File: config.mk
export PLATFORM = sky130hd
export DESIGN_NAME = sub32_serial
export DESIGN_NICKNAME = d
export VERILOG_FILES = /design/src/rtl/sub32_serial_pkg.sv /design/src/rtl/sub32_serial_add8.sv /design/src/rtl/sub32_serial.sv
export SDC_FILE = /design/constraint.sdc
export NUM_CORES = 1
export LEC_CHECK = 0
export CAP_MARGIN = 20
export CORE_MARGIN = 4
export CORE_UTILIZATION = 61
export DETAILED_ROUTE_END_ITERATION = 12
export DONT_BUFFER_PORTS = 1
export GPL_ROUTABILITY_DRIVEN = 0
export PLACE_DENSITY = 0.74
export SYNTH_ARGS = -nofsm -noshare
export SYNTH_HDL_FRONTEND = slang
export SYNTH_HIERARCHICAL = 1
export SYNTH_SLANG_ARGS = --single-unit
File: constraint.sdc
create_clock -name clk -period 5 [get_ports clk]
set_input_delay 0.75 -clock clk [delete_from_list [all_inputs] [get_ports clk]]
set_output_delay 0.75 -clock clk [all_outputs]
set_load 0.01 [all_outputs]
File: src/rtl/sub32_serial_pkg.sv
// sub32_serial_pkg: shared state encoding and default parameters for the serial subtractor
package sub32_serial_pkg;
    localparam int  NBYTES_DEF = 4;
    localparam real T_DEF      = 0.0;
    typedef enum logic [1:0] {
        IDLE = 2'd0,
        SUB  = 2'd1,
        NEG  = 2'd2,
        DONE = 2'd3
    } state_t;
endpackage

File: src/rtl/sub32_serial_add8.sv
// sub32_serial_add8: 8-bit adder slice with carry-in and carry-out
//   a, b : 8-bit addends
//   ci   : carry in
//   s    : 8-bit sum
//   c7   : carry out of bit 7
module sub32_serial_add8 #(
    parameter real T = 0.0
) (
    input  logic [7:0] a,
    input  logic [7:0] b,
    input  logic       ci,
    output logic [7:0] s,
    output logic       c7
);
    // T only shapes simulation timing; a negative delay is meaningless
    if (T < 0.0) begin : g_bad_t
        $error("add8: T must be non-negative");
    end
    assign {c7, s} = {1'b0, a} + {1'b0, b} + {8'b0, ci};
endmodule

File: src/rtl/sub32_serial.sv
// sub32_serial: byte-serial unsigned magnitude subtractor returning |a-b|, swap (a<b) and zero (a==b)
//   clk, rst             : clock, synchronous active-high reset
//   in_valid, in_ready   : operand handshake (ready only in IDLE)
//   a, b                 : W-bit unsigned minuend and subtrahend
//   out_valid, out_ready : result handshake (result held until accepted)
//   diff, swap, zero     : |a-b|, a<b flag, a==b flag
module sub32_serial
    import sub32_serial_pkg::*;
#(
    parameter real T      = T_DEF,
    parameter int  NBYTES = NBYTES_DEF,
    localparam int W      = 8 * NBYTES
) (
    input  logic         clk,
    input  logic         rst,
    input  logic         in_valid,
    output logic         in_ready,
    input  logic [W-1:0] a,
    input  logic [W-1:0] b,
    output logic         out_valid,
    input  logic         out_ready,
    output logic [W-1:0] diff,
    output logic         swap,
    output logic         zero
);
    localparam int KW = (NBYTES > 1) ? $clog2(NBYTES) : 1;
    state_t        state;
    logic [W-1:0]  a_q, b_q, diff_nxt;
    logic [KW-1:0] k;
    logic          carry, c7, last;
    logic [7:0]    op_a, op_b, sum;
    // SUB computes a + ~b + 1; NEG computes ~diff + 1 to flip a negative result
    assign op_a     = (state == NEG) ? ~diff[k*8 +: 8] : a_q[k*8 +: 8];
    assign op_b     = (state == NEG) ? 8'h00 : ~b_q[k*8 +: 8];
    assign last     = (k == KW'(NBYTES - 1));
    assign in_ready = (state == IDLE) && !rst;
    sub32_serial_add8 #(.T(T)) u_add8 (
        .a  (op_a),
        .b  (op_b),
        .ci (carry),
        .s  (sum),
        .c7 (c7)
    );
    always_comb begin
        diff_nxt            = diff;
        diff_nxt[k*8 +: 8]  = sum;
    end
    always_ff @(posedge clk) begin
        if (rst) begin
            state     <= IDLE;
            k         <= '0;
            carry     <= 1'b0;
            a_q       <= '0;
            b_q       <= '0;
            diff      <= '0;
            swap      <= 1'b0;
            zero      <= 1'b0;
            out_valid <= 1'b0;
        end else begin
            case (state)
                IDLE: if (in_valid) begin
                    a_q   <= a;
                    b_q   <= b;
                    k     <= '0;
                    carry <= 1'b1;
                    swap  <= 1'b0;
                    zero  <= 1'b0;
                    state <= SUB;
                end
                SUB: begin
                    diff  <= diff_nxt;
                    carry <= c7;
                    k     <= last ? '0 : k + 1'b1;
                    if (last) begin
                        // final carry-out set means no borrow, i.e. a >= b
                        if (c7) begin
                            zero      <= (diff_nxt == '0);
                            out_valid <= 1'b1;
                            state     <= DONE;
                        end else begin
                            swap  <= 1'b1;
                            carry <= 1'b1;
                            state <= NEG;
                        end
                    end
                end
                NEG: begin
                    diff  <= diff_nxt;
                    carry <= c7;
                    k     <= last ? '0 : k + 1'b1;
                    if (last) begin
                        zero      <= 1'b0;
                        out_valid <= 1'b1;
                        state     <= DONE;
                    end
                end
                DONE: if (out_ready) begin
                    out_valid <= 1'b0;
                    state     <= IDLE;
                end
                default: state <= IDLE;
            endcase
        end
    end
endmodule
==> Word level (Yosys, flattened, before mapping) <==
Cells that the tools add are included.
{ "classes": {"mux": 28, "div": 0, "shifts": 5, "add_sub_neg": 4, "multipliers": 0, "bitwise": 2, "n_reduce_logical": 16, "magnitude_cmp": 0, "n_eq_ne": 10} }
{ "ops": {"columns": ["cell", "n"], "rows": [
  ["$shiftx A32 B6 Y8", 3],
  ["$neg A5 Y34", 1],
  ["$shift A8 B34 Y32 const A", 1],
  ["$shiftx A8 B34 Y32", 1],
  ["$bwmux W32", 1],
  ["$logic_not A32 Y1", 1],
  ["$mux W8", 2],
  ["$not A8 Y8", 2],
  ["$mux W1", 13],
  ["$mux W2", 6],
  ["$ne A2 B2 Y1 const B", 6],
  ["$reduce_and A5 Y1", 2],
  ["$add A8 B8 Y9", 1],
  ["$add A9 B1 Y9", 1],
  ["$pmux W1 S3", 3],
  ["$pmux W2 S4", 1],
  ["$reduce_and A4 Y1", 2],
  ["$eq A2 B2 Y1 const B", 3],
  ["$reduce_and A2 Y1", 3],
  ["$reduce_bool A3 Y1", 2],
  ["$pmux W2 S2", 1],
  ["$reduce_bool A2 Y1", 2],
  ["$add A2 B1 Y2 const B", 1],
  ["$eq A2 B1 Y1 const B", 1],
  ["5 further kinds", 5]
]} }
{ "totals": {"mem_bits_rw": 0, "latch_bits": 0, "elab_cells": 74, "n_memories": 0, "out_inout_bits": 36, "mem_bits_ro": 0, "reg_bits": 104} }

==> Logic depth before layout (Yosys ltp) <==
{ "depth": {"word_depth": 11, "mapped_depth": 19} }

==> Cells and area by module <==
The synthesis kept the hierarchy.
{ "by_module_without_submodules": {"columns": ["mod", "seq_area_each_um2", "instances", "cells_per_inst", "area_per_inst_um2"], "rows": [
  ["sub32_serial", 2082.0, 1, 547, 4750.8],
  ["sub32_serial_add8", 0.0, 1, 41, 336.6]
]} }

==> Least setup slack after synthesis <==
No wires, ideal clock.
{ "synth_path": {"path_kind": "register to register", "start": "register k[1]", "end": "register zero", "required_time_ps": 4941, "path_slack_ps": 1346, "n_path_buf": 3, "arrival_time_ps": 3596, "synth_period_minus_slack_ps": 3654, "stages_incl_launch_ff": 18, "path_cell_list": "dfxtp_1 -> buf_4 -> buf_2 -> buf_2 -> mux4_2 -> nor2_1 -> fa_1 -> inv_1 -> fa_1 -> nor2b_4 -> o21ai_2 -> a21oi_2 -> a211oi_2 -> xnor2_1 -> nor3_1 -> o2111ai_1 -> a2111oi_2 -> a31o_1"} }
{ "synth_via": {"elab_chain_len": 11, "word_cells_on_any_way": 22, "cone_classes": "add/sub (3); eq/ne (4); shift (5); mux (6); bitwise (2); reduce/logical (2)"} }
{ "synth_lines": {"columns": ["element", "line", "text"], "rows": [
  ["from (decl)", "sub32_serial.sv:29", "logic [KW-1:0] k;"],
  ["from (signal assigned)", "sub32_serial.sv:73", "k <= last ? '0 : k + 1'b1;"],
  ["from (signal assigned)", "sub32_serial.sv:90", "k <= last ? '0 : k + 1'b1;"],
  ["$shiftx A32 B6 Y8", "sub32_serial.sv:34", "assign op_b = (state == NEG) ? 8'h00 : ~b_q[k*8 +: 8];"],
  ["$not A8 Y8", "sub32_serial.sv:34", null],
  ["$mux W8", "sub32_serial.sv:34", null],
  ["named net op_b[0]", "sub32_serial.sv:31", "logic [7:0] op_a, op_b, sum;"],
  ["$add A8 B8 Y9", "sub32_serial_add8.sv:19", "assign {c7, s} = {1'b0, a} + {1'b0, b} + {8'b0, ci};"],
  ["$add A9 B1 Y9", "sub32_serial_add8.sv:19", null],
  ["named net sum[6]", "sub32_serial.sv:31", null],
  ["$shiftx A8 B34 Y32", "sub32_serial.sv:46", "diff_nxt[k*8 +: 8] = sum;"],
  ["$bwmux W32", "sub32_serial.sv:46", null],
  ["$logic_not A32 Y1", "sub32_serial.sv:77", "zero <= (diff_nxt == '0);"],
  ["$mux W1", "sub32_serial.sv:76", "if (c7) begin"],
  ["$mux W1", "sub32_serial.sv:74", "if (last) begin"],
  ["$pmux W1 S3", "sub32_serial.sv:60", "case (state)"],
  ["to (signal assigned)", "sub32_serial.sv:77", null],
  ["to (decl)", "sub32_serial.sv:24", "output logic zero"]
]} }
The timed path passes the listed nets, and every way through them passes these cells. The select of a mux whose other input is x is not followed.
A chain may end at the register's enable or synchronous reset.

==> Worst setup path in the final report <==
{ "layout_path": {"start": "register k[1]", "end": "register zero"} }
{ "layout_via": {"elab_chain_len": 11, "word_cells_on_any_way": 22, "cone_classes": "add/sub (3); eq/ne (4); shift (5); mux (6); bitwise (2); reduce/logical (2)"} }
{ "layout_lines": {"columns": ["element", "line", "text"], "rows": [
  ["$shiftx A32 B6 Y8", "sub32_serial.sv:33", "assign op_a = (state == NEG) ? ~diff[k*8 +: 8] : a_q[k*8 +: 8];"],
  ["$not A8 Y8", "sub32_serial.sv:33", null],
  ["$mux W8 (*)", "sub32_serial.sv:33", null],
  ["named net op_a[1]", "sub32_serial.sv:31", null],
  ["$add A8 B8 Y9 (*)", "sub32_serial_add8.sv:19", null],
  ["$add A9 B1 Y9 (*)", "sub32_serial_add8.sv:19", null],
  ["named net sum[7]", "sub32_serial.sv:31", null],
  ["$shiftx A8 B34 Y32 (*)", "sub32_serial.sv:46", null],
  ["$bwmux W32 (*)", "sub32_serial.sv:46", null],
  ["$logic_not A32 Y1 (*)", "sub32_serial.sv:77", null],
  ["$mux W1 (*)", "sub32_serial.sv:76", null],
  ["$mux W1 (*)", "sub32_serial.sv:74", null],
  ["$pmux W1 S3 (*)", "sub32_serial.sv:60", null]
]} }
The timed path passes the listed nets; every way through them passes the cells marked *. The select of a mux whose other input is x is not followed.

==> results.md <==
- Share of layout cells above drive strength 1: 10.2%
- Worst stage delay on the critical path: about 0.74 ns
- Worst IR Drop VDD: 336 uV
- CP arrival: 4.50 ns
- Clock Pin Slew Worst Setup and Hold Paths: 0.10 ns
- Avg Cell Area, Syn: 8.65 um^2
- Postcts setup bufs: 0
- Placed Cells: 658
- Largest net degree at the start of global routing: 107
- Total power: 3.63 mW
- Vias in the first global route: around 4100
- Leak: 1.91 nW
- Post-Synthesis Cells: 588
- Netlist cell types: between 50 and 60
- M1 GR Usage: 32.1%
- Maxcap violations: 0
- Number of port buffers: 0
- Hold Buf Count CTS: 0
- Actual slew at the worst max-slew pin: 0.673 ns
- Slew HR: ~55%
- Num rows: 33
- Pwr Density: 682 nW/um^2
- Crit Path Class: flip-flop to flip-flop
- Nets: 654
- CTS root buffer: clkbuf_8
- Clock Path Buffers: 2
- Post-synthesis cell area: around 5100 um^2
- Post-Syn Nets: 676
- Clk_lat worst skew: 0.38 ns
- Drt total wl: 12700 um
- Crit path max fanout: 17
- Grt total ovfl: 0
- CP endpoint kind: flip-flop
- Slew Limit Fails: 0
- Crit path required time: 5.32 ns
- Register area share after synthesis: 40.9%
- Core area: 8180 um^2
- Ys flop type: dfxtp_1
- Fin. Hold Viols: 0
- CTS resizes: 0
- Final min period: about 4.2 ns
- Commonest non-fill, non-tap cell in the layout: nand2_1
- Critical Path Slowest Stage Cell: dfxtp_1
- Final Skew: 0.0145 ns
- Clock sink count: 104
- 1st-iter DRT viols: 294
- Antenna violations before repair: 0
- H-tree levels: 3
- Ant diodes: 0
- Post-Place Cell Area: 5080 um^2
- WL/cell: 18.8 um
- Die area: 9870 um^2
- Post-route DRC violation count: 0
- Die X: 99.3 um
- DP Wirelength: about 9300 um
- Asr flop ratio synth: 0%
- Boundary Pins: 104
- Fin area: 5330 um^2
- Unrepaired setup endpoints after global routing: no
- Met2 GRT Util: 43.6%
- Post-synthesis register bit count: between 100 and 150
- Fillers: between 700 and 800
- Final setup fails: 0
- Initial Util: 62.2%
- First-pass GRT wire length: 20700 um
- Hold crit path type: input pin to flip-flop
- Vias after detailed routing: between 4000 and 5000
- Post-Layout Cell Count: slightly below 700
- Layout area overhead: 4.67%
- Crit start category: flip-flop
- Antenna Nets Post-Route: 0
- Highest clock rate: 239 MHz
- Hold Path Stages: 1
- Fin Setup TNS: 0 ns
- Commonest cells after routing, fill and taps aside: nand2_1, dfxtp_1, a21oi_1
- GRT busiest layer: met2
- Die H: slightly below 100 um
- Met3 Resource Use GR: 8.63%
- Crit-path cells: buf_4 > mux4_2 > nand2_1 > o21ai_0 > ha_1 > a21oi_1 > nand3b_1 > a21boi_0 > o22ai_1 > xnor2_1 > nor3_1 > o2111ai_1 > a2111oi_2 > a31o_1
- Via density: between 6 and 7
- CTS tree: yes
- DR pass1 iterations: 8
- Yosys Warn Count: 6
- Final Cycle Share: 83.7%
- EDFF count, synth: 0
- GRT Util Overall: 26.2%
- Status: complete, no violations
- R2R depth: 14
- Cts bufs inserted: 9
-- Yosys cell counts (all sizes together) (2+ instances only) --
cell | count | share of area, %
a2111oi | 2 | 0.47
a32oi | 2 | 0.34
buf | 22 | 2.1
o21ai | 14 | 1.5
a21oi | 75 | 7.5
and3b | 2 | 0.34
mux4 | 24 | 11
nand2 | 146 | 11
nor4 | 7 | 0.86
nand2b | 4 | 0.49
a211oi | 3 | 0.54
or3 | 2 | 0.25
nor2 | 53 | 4.0
fa | 2 | 0.79
xnor2 | 5 | 0.86
inv | 14 | 1.0
mux2i | 2 | 0.39
a21boi | 2 | 0.30
nor3 | 9 | 1.2
o2111ai | 2 | 0.34
clkbuf | 16 | 1.2
nor3b | 2 | 0.30
nand3b | 2 | 0.30
dfxtp | 104 | 41
ha | 18 | 4.4
a22oi | 30 | 4.4
nor2b | 6 | 1.0
-- per-layer routing --
layer	vias up	routed length, um
met2	211	6130
met4	0	338
met1	1935	5080
li1	2014	-
met3	39	1140
met5	-	0
-- worst max-delay path, delay by kind of cell (launching register included) --
family	cells	cell delay, ns
fa+ha+maj	1	0.32
mux	1	0.53
simple gates	3	0.54
xor+xnor	1	0.25
flops	1	0.74
compound gates	7	1.37
buf+inv	1	0.39
-- metrics by stage --
step	setup slack, ns	hold slack, ns	utilization [%]
finish	0.817	0.432	65.1
floorplan	1.35	0.433	-
detailed placement	0.905	0.441	62.1
global placement	1.08	0.434	62.1
global route	0.549	0.409	65.1
CTS	0.883	0.433	64.6
-- kinds of logic after synthesis --
kind of cell,Yosys count,share of synthesized area [%]
flip-flops,104,40.9
adder cells (fa/ha/maj),20,5.21
AND/OR/NAND/NOR,240,20.5
XOR/XNOR,6,1.03
multiplexers,26,11.0
buffers and inverters,52,4.33
AO/OA/AOI/OAI,140,17.0
-- final timing paths --
check,from,end,slack (ns)
worst max register to register,k[1],zero,0.82
worst min-delay path,rst,a_q[0],0.43
worst min register to register,a_q[26],a_q[26],0.45
worst max-delay path,k[1],zero,0.82
-- cell type report --
class	count	area (um^2)	area share, %
Timing Repair Buffer	5	62.6	1.17
Tap cell	105	131	2.47
Clock inverter	6	78.8	1.48
Clock buffer	10	128	2.40
Sequential cell	104	2080	39.1
Inverter	14	52.6	0.987
Multi-Input combinational cell	432	2790	52.4
-- registers in the layout, summed over array words and instances, names as in the netlist --
register / flops
zero: 1
swap: 1
k: 2
a_q: 32
diff: 32
carry: 1
state: 2
b_q: 32
out_valid: 1
-- power breakdown --
part / leakage, nW / internal, mW / switching [mW]
sequential: 0.850 / 0.962 / 0.112
clock: 0.0959 / 0.238 / 0.298
combinational: 0.961 / 0.737 / 1.28
total: 1.91 / 1.94 / 1.69
Note: power is estimated with default switching activity, not from simulation.
